`config.mk`:
```
export PLATFORM = sky130hd
export DESIGN_NAME = onehot_decoder_pipe_flat
export DESIGN_NICKNAME = d
export VERILOG_FILES = /design/src/rtl/onehot_decoder_pipe_if.sv /design/src/rtl/onehot_decoder_pipe.sv /design/src/flat_wrapper.sv
export SDC_FILE = /design/constraint.sdc
export NUM_CORES = 1
export LEC_CHECK = 0
export CAP_MARGIN = 15
export CORE_UTILIZATION = 50
export CTS_CLUSTER_DIAMETER = 100
export DETAILED_ROUTE_END_ITERATION = 10
export MAX_ROUTING_LAYER = met4
export PLACE_DENSITY = 0.82
export SYNTH_ARGS = -nofsm -noshare
export SYNTH_HDL_FRONTEND = slang
export SYNTH_SLANG_ARGS = --single-unit
```
`constraint.sdc`:
```
create_clock -name clock -period 2.65 [get_ports clock]
set_clock_uncertainty 0.1 [all_clocks]
set_input_delay 0.53 -clock clock [delete_from_list [all_inputs] [get_ports clock]]
set_output_delay 0.53 -clock clock [all_outputs]
set_load 0.02 [all_outputs]
```
`src/rtl/onehot_decoder_pipe_if.sv`:
```
// Handshake bundle for onehot_decoder_pipe: producer index in, one-hot vector out, flush, sticky.
// Latency: none (wires only).
// Backpressure: carries in_ready toward the producer and out_ready toward the decoder.
//
// Signals:
//   in_valid/in_idx/in_ready      producer side, valid/ready on a binary index
//   out_valid/out_onehot/out_err  head entry of the buffer, decoded
//   out_ready                     consumer accepts the head entry
//   flush                         synchronous clear of buffer and sticky vector
//   sticky                        OR of every vector delivered since reset/flush
interface onehot_decoder_pipe_if #(
  parameter int WIDTH = 16,
  parameter int IDX_W = (WIDTH > 1) ? $clog2(WIDTH) : 1
);
  logic             in_valid;
  logic [IDX_W-1:0] in_idx;
  logic             in_ready;
  logic             out_valid;
  logic [WIDTH-1:0] out_onehot;
  logic             out_err;
  logic             out_ready;
  logic             flush;
  logic [WIDTH-1:0] sticky;

  // master drives the decoder (producer, consumer and flush control together)
  modport master (
    output in_valid, in_idx, out_ready, flush,
    input  in_ready, out_valid, out_onehot, out_err, sticky
  );

  // slave is the decoder itself
  modport slave (
    input  in_valid, in_idx, out_ready, flush,
    output in_ready, out_valid, out_onehot, out_err, sticky
  );
endinterface

```
`src/rtl/onehot_decoder_pipe.sv`:
```
// Binary index -> one-hot decoder behind a 2-entry FIFO, plus sticky OR of delivered vectors.
// Latency: 1 cycle push-to-output; 0 cycles when empty if DECODER_BYPASS_EN is defined.
// Backpressure: in_ready = not full & ~flush & ~reset; never depends on out_ready.
//
// Ports:
//   clock  rising-edge clock
//   reset  synchronous, active-high
//   bus    onehot_decoder_pipe_if.slave (in_valid/in_idx/in_ready, out_valid/out_onehot/
//          out_err/out_ready, flush, sticky)
// Optional macro: DECODER_BYPASS_EN -- when the buffer is empty the input is decoded and
//          presented in the same cycle; if the consumer takes it, it is never written.
module onehot_decoder_pipe #(
  parameter int WIDTH = 16
) (
  input  logic                  clock,
  input  logic                  reset,
  onehot_decoder_pipe_if.slave  bus
);

  localparam int IDX_W = (WIDTH > 1) ? $clog2(WIDTH) : 1;

  logic [IDX_W-1:0] mem_q [2];
  logic             rd_ptr_q, rd_ptr_d;
  logic             wr_ptr_q, wr_ptr_d;
  logic [1:0]       count_q,  count_d;
  logic [WIDTH-1:0] sticky_q, sticky_d;

  logic             push, pop;
  logic             wr_en, rd_en;
  logic             head_vld;
  logic [IDX_W-1:0] head_idx;
  logic             head_in_range;
  logic [WIDTH-1:0] head_oh;

  // WIDTH <= 2**IDX_W, so every i < WIDTH is exactly representable in IDX_W bits.
  function automatic logic [WIDTH-1:0] decode(input logic [IDX_W-1:0] idx);
    logic [WIDTH-1:0] v;
    v = '0;
    for (int i = 0; i < WIDTH; i++) begin
      v[i] = (idx == IDX_W'(i));
    end
    return v;
  endfunction

  assign bus.in_ready = (count_q != 2'd2) & ~bus.flush & ~reset;
  assign push         = bus.in_valid & bus.in_ready;
  assign pop          = head_vld & bus.out_ready;

`ifdef DECODER_BYPASS_EN
  logic byp;

  // Empty buffer: present the incoming index directly. A bypassed entry that the
  // consumer takes this cycle is neither written nor read from storage.
  assign byp      = (count_q == 2'd0) & bus.in_valid & ~bus.flush & ~reset;
  assign head_vld = ((count_q != 2'd0) | byp) & ~reset;
  assign head_idx = byp ? bus.in_idx : mem_q[rd_ptr_q];
  assign wr_en    = push & ~(byp & bus.out_ready);
  assign rd_en    = pop & ~byp;
`else
  assign head_vld = (count_q != 2'd0) & ~reset;
  assign head_idx = mem_q[rd_ptr_q];
  assign wr_en    = push;
  assign rd_en    = pop;
`endif

  // Index widened by one bit so the compare against WIDTH cannot overflow.
  assign head_in_range = ({1'b0, head_idx} < (IDX_W + 1)'(WIDTH));
  assign head_oh       = (head_vld & head_in_range) ? decode(head_idx) : '0;

  assign bus.out_valid  = head_vld;
  assign bus.out_onehot = head_oh;
  assign bus.out_err    = head_vld & ~head_in_range;
  // Masked during reset so the first reset cycle already shows a cleared vector.
  assign bus.sticky     = reset ? '0 : sticky_q;

  always_comb begin
    rd_ptr_d = rd_ptr_q;
    wr_ptr_d = wr_ptr_q;
    count_d  = count_q;
    sticky_d = sticky_q;

    // 1-bit pointers: toggling is the 1 -> 0 wrap.
    if (wr_en) wr_ptr_d = ~wr_ptr_q;
    if (rd_en) rd_ptr_d = ~rd_ptr_q;

    case ({wr_en, rd_en})
      2'b10:   count_d = count_q + 2'd1;
      2'b01:   count_d = count_q - 2'd1;
      default: count_d = count_q;
    endcase

    // Out-of-range heads decode to zero, so they leave sticky untouched.
    if (pop) sticky_d = sticky_q | head_oh;

    // Flush wins over a same-cycle pop: the consumer still sees the entry,
    // but it is not accumulated.
    if (bus.flush) begin
      rd_ptr_d = 1'b0;
      wr_ptr_d = 1'b0;
      count_d  = 2'd0;
      sticky_d = '0;
    end
  end

  always_ff @(posedge clock) begin
    if (reset) begin
      rd_ptr_q <= 1'b0;
      wr_ptr_q <= 1'b0;
      count_q  <= 2'd0;
      sticky_q <= '0;
    end else begin
      rd_ptr_q <= rd_ptr_d;
      wr_ptr_q <= wr_ptr_d;
      count_q  <= count_d;
      sticky_q <= sticky_d;
    end
  end

  // Payload storage needs no reset: it is only observed while count_q says it is live.
  always_ff @(posedge clock) begin
    if (wr_en) mem_q[wr_ptr_q] <= bus.in_idx;
  end

endmodule

```
`src/flat_wrapper.sv`:
```
// flat-port wrapper written by rule: the top's interface ports become plain ports
module onehot_decoder_pipe_flat 
#(
  parameter int WIDTH = 16
)
  (clock, reset, bus_in_valid, bus_in_idx, bus_out_ready, bus_flush, bus_in_ready, bus_out_valid, bus_out_onehot, bus_out_err, bus_sticky);
  onehot_decoder_pipe_if #(.WIDTH(WIDTH)) bus_i ();
  input  logic clock;
  input  logic reset;
  input wire logic [$bits(bus_i.in_valid)-1:0] bus_in_valid;
  input wire logic [$bits(bus_i.in_idx)-1:0] bus_in_idx;
  input wire logic [$bits(bus_i.out_ready)-1:0] bus_out_ready;
  input wire logic [$bits(bus_i.flush)-1:0] bus_flush;
  output wire logic [$bits(bus_i.in_ready)-1:0] bus_in_ready;
  output wire logic [$bits(bus_i.out_valid)-1:0] bus_out_valid;
  output wire logic [$bits(bus_i.out_onehot)-1:0] bus_out_onehot;
  output wire logic [$bits(bus_i.out_err)-1:0] bus_out_err;
  output wire logic [$bits(bus_i.sticky)-1:0] bus_sticky;
  assign bus_i.in_valid = bus_in_valid;
  assign bus_i.in_idx = bus_in_idx;
  assign bus_i.out_ready = bus_out_ready;
  assign bus_i.flush = bus_flush;
  assign bus_in_ready = bus_i.in_ready;
  assign bus_out_valid = bus_i.out_valid;
  assign bus_out_onehot = bus_i.out_onehot;
  assign bus_out_err = bus_i.out_err;
  assign bus_sticky = bus_i.sticky;
  onehot_decoder_pipe #(.WIDTH(WIDTH)) u_core (.clock(clock), .reset(reset), .bus(bus_i));
endmodule
```
==> metrics.csv <==
stage;metric;value;unit
worst_setup_path;cp.arrival;1.94;ns
sta;rsz0062_at_grt;no;
sta;maxSlewHeadroom;63.5;%
worst_setup_path;timing.rr.start;u_core.count_q[0];
floorplanning;die_y;56.0;um
sta;max_freq;0.389;GHz
clocking;cts_sinks;29;
yosys;avgSynthCellArea;9.66;um2
cells_and_area;antenna-diode-count;0;
routing;dr_wl_met2;1.84;mm
routing;final_antenna_net_count;0;
grt;grt_max_degree;21;
routing;drtIter0Drc;58;
worst_hold_path;min_from;u_core.sticky_q[6];
cells_and_area;num-fill-cells;216;
routing;highest_layer;met4;
cells_and_area;layout-drive-gt1-share;17.3;%
place;hpwlAfterDp;2.60;mm
sta;finalSetupViolCount;0;
yosys;ys_seq_elements;29;
cells_and_area;finish.utilization;73.1;%
pwr;power_frac_comb;7.7;%
sta;finalHoldViolations;0;
worst_setup_path;cp_data_required_time;2.02;ns
grt;grt_antenna_before_repair;0;
yosys;yosysSeqAreaShare;45.3;%
grt;track_usage;23.2;%
cells_and_area;nNetsFinal;217;
cells_and_area;layoutNonFillerInstCount;239;
pwr;p_leak;0.000820;uW
sta;period_share;97.0;%
cells_and_area;fin_area;2020;um2
clocking;cts_max_level;2;
floorplanning;num_rows;19;
pwr;internal-power;615;uW
cells_and_area;area_delta_synth_final;38.2;%
pwr;clkPwrFrac;34.8;%
floorplanning;die_w;56.0;um
floorplanning;initial_core_util;52.9;%
worst_setup_path;crit_fanout;7;
grt;grt_pass1_vias;1230;
clocking;cts.path.max_buffers;2;
floorplanning;io_pins;44;
worst_hold_path;hold_class;reg2reg;
sta;finalCriticalPeriod;2.57;ns
floorplanning;dieArea;3140;um2
worst_setup_path;end_kind;output port;
routing;vias;1285;
worst_setup_path;path_class;in2out;
grt;overflow;0;
routing;drt_pass1_iterations;4;
pwr;p_seq_share;57.5;%
grt;grt_pass1_wl;5.47;mm
place;io_buffer_count;42;
yosys;syn_inst;151;
clocking;clkLatencyLatePin;0.33;ns
clocking;cts_hold_buf;0;
yosys;synth-edff-count;8;
yosys;yosys_warnings;0;
sta;fin_tns_setup;0;ns
place;place_congestion;0.767;
clocking;clock-root-buffer;clkbuf_4;
clocking;cts_tree;done;
routing;m1WireLength;1.38;mm
worst_setup_path;cp-start-kind;primary input;
routing;totalWireLength;3.41;mm
pwr;ir_worst_vdd;0.000352;V
sta;worst_pin_slew;0.548;ns
place;dp_cells;230;
worst_setup_path;cp-startpoint;reset;
yosys;synth_area;1460;um2
cells_and_area;seqCellArea;661;um2
place;placed_area;1960;um2
routing;via_per_inst;5.38;
routing;drc;0;
clocking;cts_buffers;5;
clocking;clkSlewWorstSetupHoldPaths;0.08;ns
routing;dr_wl_met3;140;um
sta;slew_viol_final;0;
yosys;ys_types;40;
routing;wl_per_cell;14.3;um
yosys;postSynth.asyncResetShare;0;%
yosys;syn_nets;161;
run;cap_viol_max_count;0;
status;status;complete, no violations;
pwr;p_per_area;397;nW/um2
pwr;p_sw;186;uW
cells_and_area;multiInputGateArea;724;um2
pwr;swShare;23.2;%
yosys;ys.flop_type;dfxtp_1;
sta;timing.hold.ws;0.353;ns
floorplanning;coreArea;2760;um2
-- placed cells by master, fill, tap and decap left out, types with 2 or more instances in the layout --
cell type and count:
clkdlybuf4s50_1 24, nor2_1 21, dfxtp_1 21, nand2_1 18
nor2b_1 17, dlygate4sd2_1 16, buf_4 14, o31ai_1 13
edfxtp_1 8, inv_1 6, clkbuf_4 5, a21oi_1 4
o41ai_2 3, a32oi_2 2, and3b_1 2, o21ai_2 2
nand4_1 2, o21ai_0 2, or3_1 2, clkbuf_1 2
clkdlybuf4s15_1 2
-- what timing repair did --
item                                    CTS  global route
setup buffers                             1             0
endpoints found under the setup margin   17             4
gates resized for setup                  21             1
-- metal layers --
layer | global-route usage [%] | up-vias
li1 | - | 640
met5 | - | -
met1 | 24.4 | 607
met2 | 41.5 | 33
met4 | 9.41 | 0
met3 | 5.35 | 5
-- critical path, cell delays in order --
cell and delay [ns]:
clkdlybuf4s50_1 0.44, o21bai_4 0.19, clkinv_2 0.13, nand3_2 0.15
nor2_1 0.17, clkdlybuf4s15_1 0.33
-- power groups by stage --
stage               registers [uW]  clock network, uW  logic, uW
global placement               470                  0       59.6
global route                   461                298       66.4
detailed placement             471                  0       61.2
finish                         460                278       61.7
CTS                            460                283       61.2
floorplan                      470                  0       35.7
-- cells in the mapped netlist, types with 3 or more instances --
cell	count	area [um2]
edfxtp_1	8	240
nand2_1	18	67.6
buf_6	3	33.8
dfxtp_1	21	420
inv_1	6	22.5
a21oi_1	4	20.0
nor2b_1	17	106
nor2_1	21	78.8
o31ai_1	13	97.6
o41ai_2	3	48.8
-- worst paths after layout --
kind	end	slack, ns	depth (start not counted)
worst min register to register	u_core.sticky_q[6]	0.35	2
worst min-delay path	u_core.sticky_q[6]	0.35	2
worst max register to register	u_core.count_q[1]	0.64	8
worst max-delay path	bus_out_onehot[4]	0.08	6
-- cell families after synthesis --
| family | synth area share (%) |
|---|---|
| multiplexers | 2.23 |
| buffers and inverters | 5.66 |
| flip-flops | 45.3 |
| AND/OR/NAND/NOR | 25.0 |
| XOR/XNOR | 1.20 |
| AO/OA/AOI/OAI | 19.6 |
| other | 0.257 |
| adder cells (fa/ha/maj) | 0.857 |
-- stage by stage --
step	total power, uW	setup WS (ns)
floorplan	506	0.651
global placement	530	-0.216
detailed placement	532	-0.267
CTS	804	0.0167
global route	825	0.000588
finish	800	0.0807
-- state kept, by name, indices dropped and copies added (netlist names), named ones only --
signal           cells
u_core.sticky_q     16
u_core.mem_q         8
u_core.count_q       2
u_core.rd_ptr_q      1
u_core.wr_ptr_q      1
-- cell type report --
cell class | count | share of cell area (%)
inverter | 7 | 1.37
clock buffer | 8 | 2.92
timing repair buffer | 56 | 25.1
sequential | 29 | 32.8
multi-input combinational | 108 | 35.9
tap | 31 | 1.92
Note: power is estimated with default switching activity, not from simulation.
